--- src/rtl/regfile_pkg.sv ---
// Shared defaults for the multi-port register file and its pending-write scoreboard.
// Holds default widths, the address-width derivation and the hard-wired zero register index.
// Pure declarations: no logic, no latency, no flow control.
package regfile_pkg;

  localparam int DATA_W_DEF    = 32;
  localparam int NREG_DEF      = 32;
  localparam int NREAD_DEF     = 2;
  localparam int PEND_W_DEF    = 2;
  localparam int DEBUG_REG_DEF = 4;
  localparam int ZERO_REG      = 0;

  // Address width for a register count; a single-entry file still gets one address bit.
  function automatic int addr_w(input int nreg);
    return (nreg <= 1) ? 1 : $clog2(nreg);
  endfunction

endpackage

--- src/rtl/regfile_scoreboard.sv ---
// Per-register pending-write counters: issue marks in-flight producers, writeback clears them.
// Outputs are combinational from the counters and this cycle's clears; counters update on posedge.
// Marks are refused (mark_ready low) while the addressed counter is saturated; clears never stall.
module regfile_scoreboard
  import regfile_pkg::*;
#(
  parameter int NREG   = NREG_DEF,
  parameter int NREAD  = NREAD_DEF,
  parameter int PEND_W = PEND_W_DEF,
  localparam int AW    = addr_w(NREG)
) (
  input  logic                clk,
  input  logic                rst,
  input  logic [NREAD*AW-1:0] raddr,
  input  logic                we0,
  input  logic [AW-1:0]       waddr0,
  input  logic                wclr0,
  input  logic                we1,
  input  logic [AW-1:0]       waddr1,
  input  logic                wclr1,
  input  logic                mark_valid,
  input  logic [AW-1:0]       mark_addr,
  output logic [NREAD-1:0]    rbusy,
  output logic                mark_ready,
  output logic                sb_err
);

  localparam logic [AW-1:0]     ZA      = AW'(ZERO_REG);
  localparam logic [PEND_W-1:0] CNT_MAX = '1;

  logic [PEND_W-1:0] cnt_q [NREG];
  logic [PEND_W-1:0] cnt_d [NREG];
  logic              sb_err_q, sb_err_d;
  logic              clr0, clr1, mark_acc;
  logic [PEND_W:0]   up, dn;
  logic [AW-1:0]     rd_a;

  // Number of clears landing on register a this cycle (0, 1 or 2).
  function automatic logic [PEND_W:0] clr_cnt(input logic [AW-1:0] a,
                                               input logic c0, input logic [AW-1:0] a0,
                                               input logic c1, input logic [AW-1:0] a1);
    return {{PEND_W{1'b0}}, (c0 && a0 == a)} + {{PEND_W{1'b0}}, (c1 && a1 == a)};
  endfunction

  assign clr0       = we0 && wclr0 && (waddr0 != ZA);
  assign clr1       = we1 && wclr1 && (waddr1 != ZA);
  assign mark_ready = (mark_addr == ZA) || (cnt_q[mark_addr] != CNT_MAX);
  assign mark_acc   = mark_valid && (mark_addr != ZA) && (cnt_q[mark_addr] != CNT_MAX);
  assign sb_err     = sb_err_q;

  // Next counter value per register: add accepted mark, subtract clears, floor at zero and flag it.
  always_comb begin
    sb_err_d = sb_err_q;
    up       = '0;
    dn       = '0;
    for (int r = 0; r < NREG; r++) begin
      up = {1'b0, cnt_q[r]} + {{PEND_W{1'b0}}, (mark_acc && mark_addr == AW'(r))};
      dn = clr_cnt(AW'(r), clr0, waddr0, clr1, waddr1);
      if (up < dn) begin
        cnt_d[r] = '0;
        sb_err_d = 1'b1;
      end else begin
        cnt_d[r] = PEND_W'(up - dn);
      end
    end
  end

  // A read source is busy if producers remain after this cycle's clears; same-cycle marks do not count.
  always_comb begin
    rbusy = '0;
    rd_a  = '0;
    for (int i = 0; i < NREAD; i++) begin
      rd_a     = raddr[i*AW +: AW];
      rbusy[i] = (rd_a != ZA) &&
                 ({1'b0, cnt_q[rd_a]} > clr_cnt(rd_a, clr0, waddr0, clr1, waddr1));
    end
  end

  // Counter array and sticky underflow flag; reset discards marks and clears of the reset cycle.
  always_ff @(posedge clk) begin
    if (rst) begin
      for (int r = 0; r < NREG; r++) cnt_q[r] <= '0;
      sb_err_q <= 1'b0;
    end else begin
      for (int r = 0; r < NREG; r++) cnt_q[r] <= cnt_d[r];
      sb_err_q <= sb_err_d;
    end
  end

endmodule

--- src/rtl/regfile_mp.sv ---
// Multi-port register file: NREAD combinational read ports with write-through bypass, two write ports.
// Read latency 0 (bypass included); writes land in the array on posedge. Optional scoreboard: REGFILE_SCOREBOARD_EN.
// No backpressure on reads or writes; only marks can be refused, via mark_ready from the scoreboard.
module regfile_mp
  import regfile_pkg::*;
#(
  parameter int DATA_W    = DATA_W_DEF,
  parameter int NREG      = NREG_DEF,
  parameter int NREAD     = NREAD_DEF,
  parameter int PEND_W    = PEND_W_DEF,
  parameter int DEBUG_REG = DEBUG_REG_DEF,
  localparam int AW       = addr_w(NREG)
) (
  input  logic                    clk,
  input  logic                    rst,
  input  logic [NREAD*AW-1:0]     raddr,
  output logic [NREAD*DATA_W-1:0] rdata,
  output logic [NREAD-1:0]        rbusy,
  input  logic                    we0,
  input  logic [AW-1:0]           waddr0,
  input  logic [DATA_W-1:0]       wdata0,
  input  logic                    wclr0,
  input  logic                    we1,
  input  logic [AW-1:0]           waddr1,
  input  logic [DATA_W-1:0]       wdata1,
  input  logic                    wclr1,
  input  logic                    mark_valid,
  input  logic [AW-1:0]           mark_addr,
  output logic                    mark_ready,
  output logic                    sb_err,
  output logic [DATA_W-1:0]       debug_out
);

  localparam logic [AW-1:0] ZA = AW'(ZERO_REG);
  localparam logic [AW-1:0] DA = AW'(DEBUG_REG);

  logic [DATA_W-1:0] mem_q [NREG];
  logic [AW-1:0]     rd_a;

  // Storage: port 1 is applied after port 0 so it wins an address collision; register 0 never written.
  always_ff @(posedge clk) begin
    if (rst) begin
      for (int r = 0; r < NREG; r++) mem_q[r] <= '0;
    end else begin
      if (we0 && waddr0 != ZA) mem_q[waddr0] <= wdata0;
      if (we1 && waddr1 != ZA) mem_q[waddr1] <= wdata1;
    end
  end

  // Read muxes: zero register, then port 1 forward, then port 0 forward, then the array.
  always_comb begin
    rdata = '0;
    rd_a  = '0;
    for (int i = 0; i < NREAD; i++) begin
      rd_a = raddr[i*AW +: AW];
      if (rd_a == ZA)                   rdata[i*DATA_W +: DATA_W] = '0;
      else if (we1 && waddr1 == rd_a)   rdata[i*DATA_W +: DATA_W] = wdata1;
      else if (we0 && waddr0 == rd_a)   rdata[i*DATA_W +: DATA_W] = wdata0;
      else                              rdata[i*DATA_W +: DATA_W] = mem_q[rd_a];
    end
  end

  assign debug_out = mem_q[DA];

`ifdef REGFILE_SCOREBOARD_EN
  regfile_scoreboard #(
    .NREG   (NREG),
    .NREAD  (NREAD),
    .PEND_W (PEND_W)
  ) u_sb (
    .clk        (clk),
    .rst        (rst),
    .raddr      (raddr),
    .we0        (we0),
    .waddr0     (waddr0),
    .wclr0      (wclr0),
    .we1        (we1),
    .waddr1     (waddr1),
    .wclr1      (wclr1),
    .mark_valid (mark_valid),
    .mark_addr  (mark_addr),
    .rbusy      (rbusy),
    .mark_ready (mark_ready),
    .sb_err     (sb_err)
  );
`else
  // Without the scoreboard nothing is ever pending and every mark is accepted.
  logic unused_sb_inputs;
  assign unused_sb_inputs = ^{mark_valid, mark_addr, wclr0, wclr1, PEND_W[0]};
  assign rbusy      = '0;
  assign mark_ready = 1'b1;
  assign sb_err     = 1'b0;
`endif

endmodule
--- config.mk ---
export PLATFORM = sky130hd
export DESIGN_NAME = regfile_mp
export DESIGN_NICKNAME = d
export VERILOG_FILES = /design/src/rtl/regfile_pkg.sv /design/src/rtl/regfile_scoreboard.sv /design/src/rtl/regfile_mp.sv
export SDC_FILE = /design/constraint.sdc
export NUM_CORES = 2
export LEC_CHECK = 0
export BUFFER_PORTS_ARGS = -buffer_cell sky130_fd_sc_hd__buf_2
export CORE_MARGIN = 4
export CORE_UTILIZATION = 45
export DETAILED_ROUTE_END_ITERATION = 16
export GPL_ROUTABILITY_DRIVEN = 0
export GPL_TIMING_DRIVEN = 0
export PLACE_DENSITY_LB_ADDON = 0.08
export SETUP_SLACK_MARGIN = 0.02
export SLEW_MARGIN = 10
export SYNTH_ARGS = -nofsm -noshare
export SYNTH_HDL_FRONTEND = slang
export SYNTH_SLANG_ARGS = --single-unit
--- constraint.sdc ---
create_clock -name clk -period 9 [get_ports clk]
set_clock_uncertainty 0.1 [all_clocks]
set_input_delay 1.35 -clock clk [delete_from_list [all_inputs] [get_ports clk]]
set_output_delay 1.35 -clock clk [all_outputs]
set_load 0.02 [all_outputs]
==> flow_summary.yaml <==
run_status:
  status: "complete, no violations"
clocking:
  tritoncts: "done"
  htreeDepth: 3
  cts_buffers: 115
  clk_root_buffer_cell: "clkbuf_16"
  clockBufferDepth: 3
  cts_hold_buf: 0
  path_clk_slew_ps: 60
  cts-resized-gates: 0
  post_cts.repair.setup_buffers: 0
  cts.sink_count: 1024
critical_path:
  max_stage_delay_ps: 1260
  cp.required_ps: 7550
  crit_path_start_kind: "primary input"
  worst-path-max-fanout: 10
  crit_slowest_cell: "a311oi_1"
  endpoint_kind: "primary output"
  cp_common_cell: "clkbuf_1"
  worstSetupPathType: "primary input to primary output"
  crit_arrival_ps: 6250
  cp_cell_sequence: "clkbuf_1, clkinv_1, a311oi_1, clkbuf_1, a221o_1, buf_2"
finish:
  drive_gt1_frac: 0.234
  largest_reg_flops: 1024
  areaGrowthSynthToFinish_pct: 12.6
  fin_nets: 4495
  largest_register: "mem_q"
  final_cell_mix: "a22o_1 (1,053), edfxtp_1 (1,024), clkbuf_1 (448)"
  stdcell_area_um2: 67100
  final_util: 0.510
  largestRegisters: "mem_q x1024"
  fin_cells: 6262
  final_common_cell: "a22o_1"
sta:
  whs_ps: 1030
  rsz0062_at_grt: "false"
  slew_violations: 0
  final.setup.tns_ps: 0
  setup_viol: 0
  relSlewSlack: 0.0668
  hold_viol_final: 0
  min_period_ps: 7700
  fin_crit_sh: 0.856
  fmax_mhz: 130
  tightest_slew_ps: 1400
placement:
  place_area_um2: 63300
  hpwl_mm: 200
  io_buffers: 110
  place_inst: 6037
detailed_routing:
  vias_per_cell: 7.32
  drt-total-wl_mm: 261
  drc: 0
  vias: 45800
  dr.pass1.iters: 6
  dr.max_layer_used: "met5"
  wl_per_cell_um: 41.7
  wl_met1_mm: 98.9
  drtAntennaViolNets: 0
  drtIter0Drc: 7431
  route.met3.wl_mm: 41.3
  met2_length_mm: 111
power:
  combPwrFrac: 0.159
  power_density_nw_per_um2: 187
  pwr-share-seq: 0.453
  p_sw_mw: 3.57
  power.internal_mw: 8.97
  vdd_ir_drop_max_mv: 0.162
  p_leak_nw: 23.0
  p_clk_frac: 0.388
  switching_share: 0.285
logic_synthesis:
  synth_fa_ha_area_frac: 0
  synth_compound_area_frac: 0.205
  yosys.area.top_type_share: 0.516
  syn_area_per_cell_um2: 14.5
  synth.top_cells.by_area: "edfxtp_1 (52%), a22o_1 (15%), mux4_2 (15%)"
  synth_top_area_cell: "edfxtp_1"
  netlist_area_um2: 59600
  synth_xor_area_frac: 0.00294
  synthSimpleGateAreaFrac: 0.0243
  synth_edf_count: 1024
  synth_top_family_by_area: "compound AO/OA/AOI/OAI gates"
  syn_inst: 4110
  synthArstFlopShare: 0
  yosysWarnings: 0
  muxShareOfSynthArea: 0.201
  ys_types: 57
  ys.flop_type: "edfxtp_1"
  synth-seq-cells: 1024
  ys_seq_area_frac: 0.516
grt:
  grt_start_max_net_pins: 33
  grt_pass1_vias: 43700
  grt_usage: 0.369
  grt_pass1_wl_mm: 352
  antenna_found_initial: 14
  gr-total-overflow: 0
floorplan:
  start_util: 0.453
  core_um2: 132000
  dieHeight_um: 372
  die_area_um2: 138000
  die_w_um: 372
  rows: 133
  io_pins: 196
job:
  drv_cap: 0
worst_hold_path:
  hold_path.class: "primary input to flip-flop"
-- metal layers --
metal / vias up / track usage
met2: 3410 / 0.532
li1: 18100 / -
met5: - / 0.0139
met3: 451 / 0.157
met4: 10 / 0.119
met1: 23800 / 0.503
-- critical path, delay by kind of cell --
kind            cells  cell delay [ps]
buf+inv             4             3070
compound gates      2             1790
-- metrics by stage --
stage	total power, mW	setup slack, ps
after global placement	7.62	-150
after CTS	12.4	1660
after global routing	12.8	1520
after floorplan	6.84	3940
final	12.5	1300
after detailed placement	7.67	1670
-- worst paths after layout --
check  depth (start not counted)             to  slack, ps        from
max                            6      rdata[63]       1300    raddr[8]
min                            2  mem_q[31][30]       1030  wdata1[30]
-- power groups by stage --
stage | logic [mW] | clock network [mW] | registers (mW)
after detailed placement | 1.90 | 0 | 5.77
after global placement | 1.84 | 0 | 5.77
after CTS | 1.90 | 4.84 | 5.68
final | 1.99 | 4.86 | 5.68
after global routing | 2.02 | 5.05 | 5.71
after floorplan | 1.11 | 0 | 5.73
-- kinds of logic after synthesis --
| logic type | after synthesis |
|---|---|
| compound gates | 1390 |
| simple gates | 270 |
| other cells | 2 |
| buf+inv | 703 |
| xor+xnor | 20 |
| flops | 1024 |
| mux | 701 |
-- cell usage after synthesis, types with 5 or more instances --
cell         n
or3_1       20
nor2_1      68
nand2_1     42
o211a_1     30
a221oi_1    54
mux4_2     390
nor3_1      29
o221ai_1    93
nor3b_1      6
a211oi_1    63
nand3b_1     8
buf_1       64
buf_4       39
a221oi_2     5
a21oi_1      5
clkbuf_1   441
mux2i_1    221
nor2b_1      5
o21ai_0      7
xor2_1       8
buf_2      142
nor4_1      61
xnor2_1     12
a221o_1     64
edfxtp_1  1024
a22o_1    1053
mux2_2      90
buf_6       11
-- area by class of cell --
type / count / area (um^2)
multi-input combinational: 2417 / 26100
antenna: 8 / 20.0
buffer: 698 / 3030
sequential: 1024 / 30700
tap: 1755 / 2200
fill: 11300 / 64500
inverter: 5 / 18.8
timing repair buffer: 138 / 1240
clock buffer: 124 / 2930
clock inverter: 93 / 835
No activity file was read; power rests on OpenSTA's default activity.
